==> src/rtl/fetch_unit.sv <==
// fetch_unit: instruction fetch front end.
// Issues word-aligned fetch requests under a credit limit, buffers in-order
// responses with their addresses, and presents the buffer head to the decoder.
// A redirect flushes the buffer, discards responses still in flight and
// restarts fetch; a misaligned redirect target parks the unit in FAULT until
// an aligned redirect arrives.
module fetch_unit #(
   parameter logic [31:0] RESET_PC = 32'h0000_0000,
   parameter int unsigned DEPTH    = 2
) (
   input  logic        clk,
   input  logic        rst,
   output logic        imem_req_valid,
   output logic [31:0] imem_req_addr,
   input  logic        imem_req_ready,
   input  logic        imem_rsp_valid,
   input  logic [31:0] imem_rsp_data,
   output logic        instr_valid,
   output logic [31:0] instr,
   output logic [31:0] instr_pc,
   input  logic        instr_ready,
   input  logic        redirect,
   input  logic [31:0] redirect_pc,
   output logic        fetch_fault
);

   localparam int unsigned CW = $clog2(DEPTH) + 1;
   localparam int unsigned PW = $clog2(DEPTH);
   localparam logic [CW:0]   DEPTH_S  = (CW + 1)'(DEPTH);
   localparam logic [CW-1:0] DEPTH_C  = CW'(DEPTH);
   localparam logic [PW-1:0] LAST_PTR = PW'(DEPTH - 1);

   typedef enum logic {
      RUN   = 1'b0,
      FAULT = 1'b1
   } state_t;

   // Circular pointer advance; DEPTH need not be a power of two.
   function automatic logic [PW-1:0] ptr_inc(input logic [PW-1:0] p);
      return (p == LAST_PTR) ? '0 : p + PW'(1);
   endfunction

   // Clear the byte-offset bits of a fetch target.
   function automatic logic [31:0] align_word(input logic [31:0] a);
      return {a[31:2], 2'b00};
   endfunction

   state_t        state_q;
   logic          fault_q;
   logic [31:0]   pc_q;        // next request address
   logic [31:0]   rsp_pc_q;    // address belonging to the next kept response
   logic [CW-1:0] inflight_q;
   logic [CW-1:0] drop_q;
   logic [CW-1:0] count_q;
   logic [PW-1:0] wptr_q;
   logic [PW-1:0] rptr_q;
   logic [31:0]   data_q [DEPTH];
   logic [31:0]   addr_q [DEPTH];

   logic [CW:0]   credit_used;
   logic          req_fire;
   logic          rsp_drop;
   logic          rsp_keep;
   logic          buf_full;
   logic          push;
   logic          pop;
   logic          tgt_misaligned;
   logic [31:0]   tgt_aligned;
   logic [CW-1:0] inflight_d;
   logic [CW-1:0] count_d;

   // Request credit, buffer handshakes and next-state counters.
   always_comb begin
      credit_used    = {1'b0, count_q} + {1'b0, inflight_q};
      // Stale responses must drain before refetching, so a new request
      // never shares the response stream with words still being dropped.
      imem_req_valid = !rst && (state_q == RUN) && !redirect &&
                       (drop_q == '0) && (credit_used < DEPTH_S);
      imem_req_addr  = pc_q;
      req_fire       = imem_req_valid && imem_req_ready;
      rsp_drop       = imem_rsp_valid && (drop_q != '0);
      rsp_keep       = imem_rsp_valid && (drop_q == '0) && (state_q == RUN);
      buf_full       = (count_q == DEPTH_C);
      pop            = (count_q != '0) && instr_ready;
      // Guard against overflow even though the credit rule prevents it.
      push           = rsp_keep && !redirect && (!buf_full || pop);
      tgt_misaligned = (redirect_pc[1:0] != 2'b00);
      tgt_aligned    = align_word(redirect_pc);
      inflight_d     = inflight_q + CW'(req_fire) - CW'(imem_rsp_valid);
      count_d        = count_q + CW'(push) - CW'(pop);
   end

   // Decoder-facing view of the buffer head; zero when empty or in reset.
   always_comb begin
      instr_valid = !rst && (count_q != '0);
      instr       = instr_valid ? data_q[rptr_q] : 32'h0;
      instr_pc    = instr_valid ? addr_q[rptr_q] : 32'h0;
      fetch_fault = fault_q && !rst;
   end

   // Control state: FSM, pc tracking, credit counters and buffer pointers.
   always_ff @(posedge clk) begin
      if (rst) begin
         state_q    <= RUN;
         fault_q    <= 1'b0;
         pc_q       <= RESET_PC;
         rsp_pc_q   <= RESET_PC;
         inflight_q <= '0;
         drop_q     <= '0;
         count_q    <= '0;
         wptr_q     <= '0;
         rptr_q     <= '0;
      end else begin
         inflight_q <= inflight_d;
         if (redirect) begin
            // Everything still outstanding after this cycle belongs to the
            // old path and is discarded as it returns.
            drop_q   <= inflight_d;
            pc_q     <= tgt_aligned;
            rsp_pc_q <= tgt_aligned;
            count_q  <= '0;
            wptr_q   <= '0;
            rptr_q   <= '0;
            if (tgt_misaligned) begin
               state_q <= FAULT;
               fault_q <= 1'b1;
            end else begin
               state_q <= RUN;
               fault_q <= 1'b0;
            end
         end else begin
            if (req_fire) begin
               pc_q <= pc_q + 32'd4;
            end
            if (rsp_drop) begin
               drop_q <= drop_q - CW'(1);
            end
            if (push) begin
               rsp_pc_q <= rsp_pc_q + 32'd4;
               wptr_q   <= ptr_inc(wptr_q);
            end
            if (pop) begin
               rptr_q <= ptr_inc(rptr_q);
            end
            count_q <= count_d;
         end
      end
   end

   // Buffer storage; contents are qualified by count_q so need no reset.
   always_ff @(posedge clk) begin
      if (push) begin
         data_q[wptr_q] <= imem_rsp_data;
         addr_q[wptr_q] <= rsp_pc_q;
      end
   end

endmodule

==> config.mk <==
export PLATFORM = sky130hd
export DESIGN_NAME = fetch_unit
export DESIGN_NICKNAME = d
export VERILOG_FILES = /design/src/rtl/fetch_unit.sv
export SDC_FILE = /design/constraint.sdc
export NUM_CORES = 1
export LEC_CHECK = 0
export ABC_AREA = 1
export CAP_MARGIN = 10
export CORE_ASPECT_RATIO = 1.2
export CORE_UTILIZATION = 48
export DETAILED_ROUTE_END_ITERATION = 8
export PLACE_DENSITY = 0.77
export SLEW_MARGIN = 20
export SYNTH_ARGS = -nofsm -noshare
export SYNTH_HDL_FRONTEND = slang
export SYNTH_SLANG_ARGS = --single-unit
==> constraint.sdc <==
create_clock -name clk -period 4.54 [get_ports clk]
set_input_delay 0.908 -clock clk [delete_from_list [all_inputs] [get_ports clk]]
set_output_delay 0.908 -clock clk [all_outputs]
set_load 0.05 [all_outputs]
==> impl_metrics.json <==
{
  "status": "finished, final reports clean",
  "yosys.cell_count.top_type": "sky130_fd_sc_hd__nand2_1",
  "synth_enable_flop_cells": 124,
  "n_antenna_cell": 0,
  "drt-initial-drc-count": 610,
  "pre_cts_slack_ps": 919,
  "ys_dominant_reg_cell": "sky130_fd_sc_hd__edfxtp_1",
  "tritoncts_clock_tree": "built",
  "fin_ws_ps": 955,
  "synth_commonest_cells": "sky130_fd_sc_hd__nand2_1 (282), sky130_fd_sc_hd__inv_1 (164), sky130_fd_sc_hd__edfxtp_1 (124)",
  "clock_sink_count": 194,
  "post_cts.repair.setup_buffers": 0,
  "setup.worst_path.end_class": "primary output",
  "post_cts_resize_count": 0,
  "design.portCount": 169,
  "drt.antenna.violating_nets": 0,
  "finalCriticalPeriod_ps": 3580,
  "power_density_mw_per_mm2": 327,
  "numCtsBuffers": 17,
  "power.ir.vdd_worst_v": 0.000283,
  "detail_route.first_pass.iterations": 5,
  "synth_simple_gate_area_share_pct": 20.2,
  "die-width_um": 131,
  "p_leak_uw": 0.00479,
  "avgSynthCellArea_um2": 8.93,
  "grt_util_all_layers_pct": 22.7,
  "netlist.area_leader.share_pct": 38.8,
  "regToRegStartpoint": "count_q[0]",
  "synth_sequential_area_ratio_pct": 53.4,
  "worst_slew_pin_slew_ps": 701,
  "cts.reportedPaths.clkPinSlew_ps": 60,
  "finalSetupViolCount": 0,
  "layout-area-overhead-vs-synth_pct": 25.5,
  "synth_fa_ha_area_share_pct": 1.12,
  "synth-compound-area-share_pct": 6.92,
  "wirelength_um": 22500,
  "place.detailed.hpwl_um": 15800,
  "finalSetupTns_ps": 0,
  "vias": 7756,
  "syn-cell-area_mm2": 0.00960,
  "die_h_um": 157,
  "final_cell_area_mm2": 0.0120,
  "critPathArrivalTime_ps": 2680,
  "avgViaCountPerCell": 5.14,
  "synth_cells": 1075,
  "die-area_mm2": 0.0206,
  "path_cells": "buf_2 > a21oi_4 > buf_4 > nand2_1 > inv_1 > clkdlybuf4s50_1",
  "floorplan.initialDensity_pct": 49.1,
  "maxSlewHeadroom_pct": 53.2,
  "cp.required_ps": 3630,
  "grt_start_max_net_pins": 60,
  "slowest_delay_ps": 790,
  "portBuffers": 164,
  "timing.hold.worst.class": "reg2reg",
  "final_layout_size_suffix_gt1_share_pct": 11.3,
  "first_pass_grt_wire_length_um": 35500,
  "synth_area_in_xor_xnor_pct": 2.28,
  "path_max_fanout": 28,
  "synth_top_area_cell": "sky130_fd_sc_hd__edfxtp_1",
  "synthMuxAreaShare_pct": 7.27,
  "placedInstanceArea_mm2": 0.0115,
  "fin_hold_ws_ps": 453,
  "core_area_mm2": 0.0195,
  "worst-setup-path-type": "in2out",
  "cpMaxStageDelayCell": "sky130_fd_sc_hd__clkdlybuf4s50_1",
  "final-hold-violation-count": 0,
  "combinational_family_with_the_most_area_after_synthesis": "simple AND/OR/NAND/NOR gates",
  "ctsLongestPathBuffers": 2,
  "fin_skew_ps": 12.1,
  "synth_cell_type_count": 41,
  "unrepaired_setup_endpoints_after_global_routing": "false",
  "cts_max_level": 4,
  "max_clock_freq_mhz": 279,
  "antenna_violations_before_repair": 0,
  "postSynth.asyncResetShare_pct": 0,
  "ctsRootBufferMaster": "sky130_fd_sc_hd__clkbuf_16",
  "globalRoute.totalOverflow": 0,
  "num_rows": 56,
  "wl_per_cell_um": 14.9,
  "nNetsFinal": 1312,
  "worst_skew_pair.late_latency_ps": 440,
  "cts.hold.buffers_added": 0,
  "worst_setup_path_startpoint": "rst",
  "final_min_period_over_clock_period_pct": 79.0,
  "max_cap_viol_count": 0,
  "first_global_vias": 7249,
  "final-max-slew-violation-count": 0,
  "timing.hold.worst.start": "rptr_q",
  "start_kind": "input port",
  "netlist_top_cells_area": "sky130_fd_sc_hd__edfxtp_1 (39%), sky130_fd_sc_hd__dfxtp_1 (15%), sky130_fd_sc_hd__nand2_1 (11%)",
  "yosys_warnings": 0,
  "route.detailed.drc": 0,
  "finalWeightedCongestion": 0.916,
  "ys_seq_elements": 194
}
==> worst max-delay path, delay by kind of cell <==
kind,cells,cell delay (ps)
and+or+nand+nor,1,110
buffers and inverters,4,1360
AOI/OAI and AO/OA,1,280
==> power breakdown <==
part	internal, µW	total, µW	switching (µW)
sequential	1950	2020	66.6
combinational	190	493	303
clock	777	1430	648
==> sequential cells by signal, summed over array words and instances, names as in the netlist, named ones only <==
signal	flops
count_q	2
wptr_q	1
imem_req_addr	30
rsp_pc_q	30
inflight_q	2
rptr_q	1
data_q	64
drop_q	2
addr_q	60
fault_q	1
==> per-layer routing <==
metal	GRT usage (%)	vias up	part of all wire, %
met1	27.8	3599	43
met5	0	-	0
met4	10.1	0	2.8
met3	4.45	46	7.0
li1	-	3821	-
met2	38.5	290	48
==> cell usage in the layout (no fill, tap or decap), types with 4 or more instances in the layout <==
| master | count |
|---|---|
| sky130_fd_sc_hd__clkbuf_16 | 17 |
| sky130_fd_sc_hd__xor2_1 | 20 |
| sky130_fd_sc_hd__ha_1 | 7 |
| sky130_fd_sc_hd__inv_1 | 164 |
| sky130_fd_sc_hd__nor2_1 | 81 |
| sky130_fd_sc_hd__inv_2 | 5 |
| sky130_fd_sc_hd__clkdlybuf4s50_1 | 161 |
| sky130_fd_sc_hd__dfxtp_1 | 69 |
| sky130_fd_sc_hd__o211ai_1 | 4 |
| sky130_fd_sc_hd__edfxtp_1 | 124 |
| sky130_fd_sc_hd__a31oi_1 | 18 |
| sky130_fd_sc_hd__xnor2_1 | 5 |
| sky130_fd_sc_hd__a21oi_1 | 51 |
| sky130_fd_sc_hd__mux2_2 | 62 |
| sky130_fd_sc_hd__conb_1 | 4 |
| sky130_fd_sc_hd__nand2_1 | 282 |
| sky130_fd_sc_hd__nand3_1 | 43 |
| sky130_fd_sc_hd__nand4_1 | 14 |
| sky130_fd_sc_hd__nor2_2 | 8 |
| sky130_fd_sc_hd__o21ai_0 | 39 |
| sky130_fd_sc_hd__nor2_4 | 8 |
| sky130_fd_sc_hd__buf_4 | 12 |
| sky130_fd_sc_hd__nor3_1 | 6 |
==> cell families after synthesis <==
logic type      count (synthesis)
compound gates                122
xor+xnor                       25
fa+ha+maj                       8
buf+inv                       208
flops                         194
mux                            62
other cells                     1
simple gates                  455
==> final timing paths <==
check / slack, ps / depth (start not counted) / to
worst max-delay path: 960 / 6 / instr[11]
worst min-delay path: 450 / 1 / flip-flop
worst max register to register: 1850 / 14 / drop_q[1]
worst min register to register: 450 / 1 / flip-flop
==> final cells by class <==
type	instances	area, µm²
Clock buffer	21	470
Clock inverter	11	90.1
Tap cell	261	327
Timing Repair Buffer	175	1730
Multi-Input combinational cell	676	3670
Inverter	170	638
Fill cell	1629	7500
Sequential cell	194	5130
==> through the flow <==
| stage | util, % | total power (µW) | std cells |
|---|---|---|---|
| 6_report | 61.6 | 3940 | 1508 |
| 5_1_grt | 61.6 | 4080 | 1508 |
| 4_1_cts | 61.6 | 3960 | 1508 |
| 3_5_place_dp | 58.7 | 2550 | 1476 |
| 3_3_place_gp | 58.7 | 2540 | 1476 |
| 2_1_floorplan | - | 2360 | 1078 |
Power figures use the tool's default switching activity.
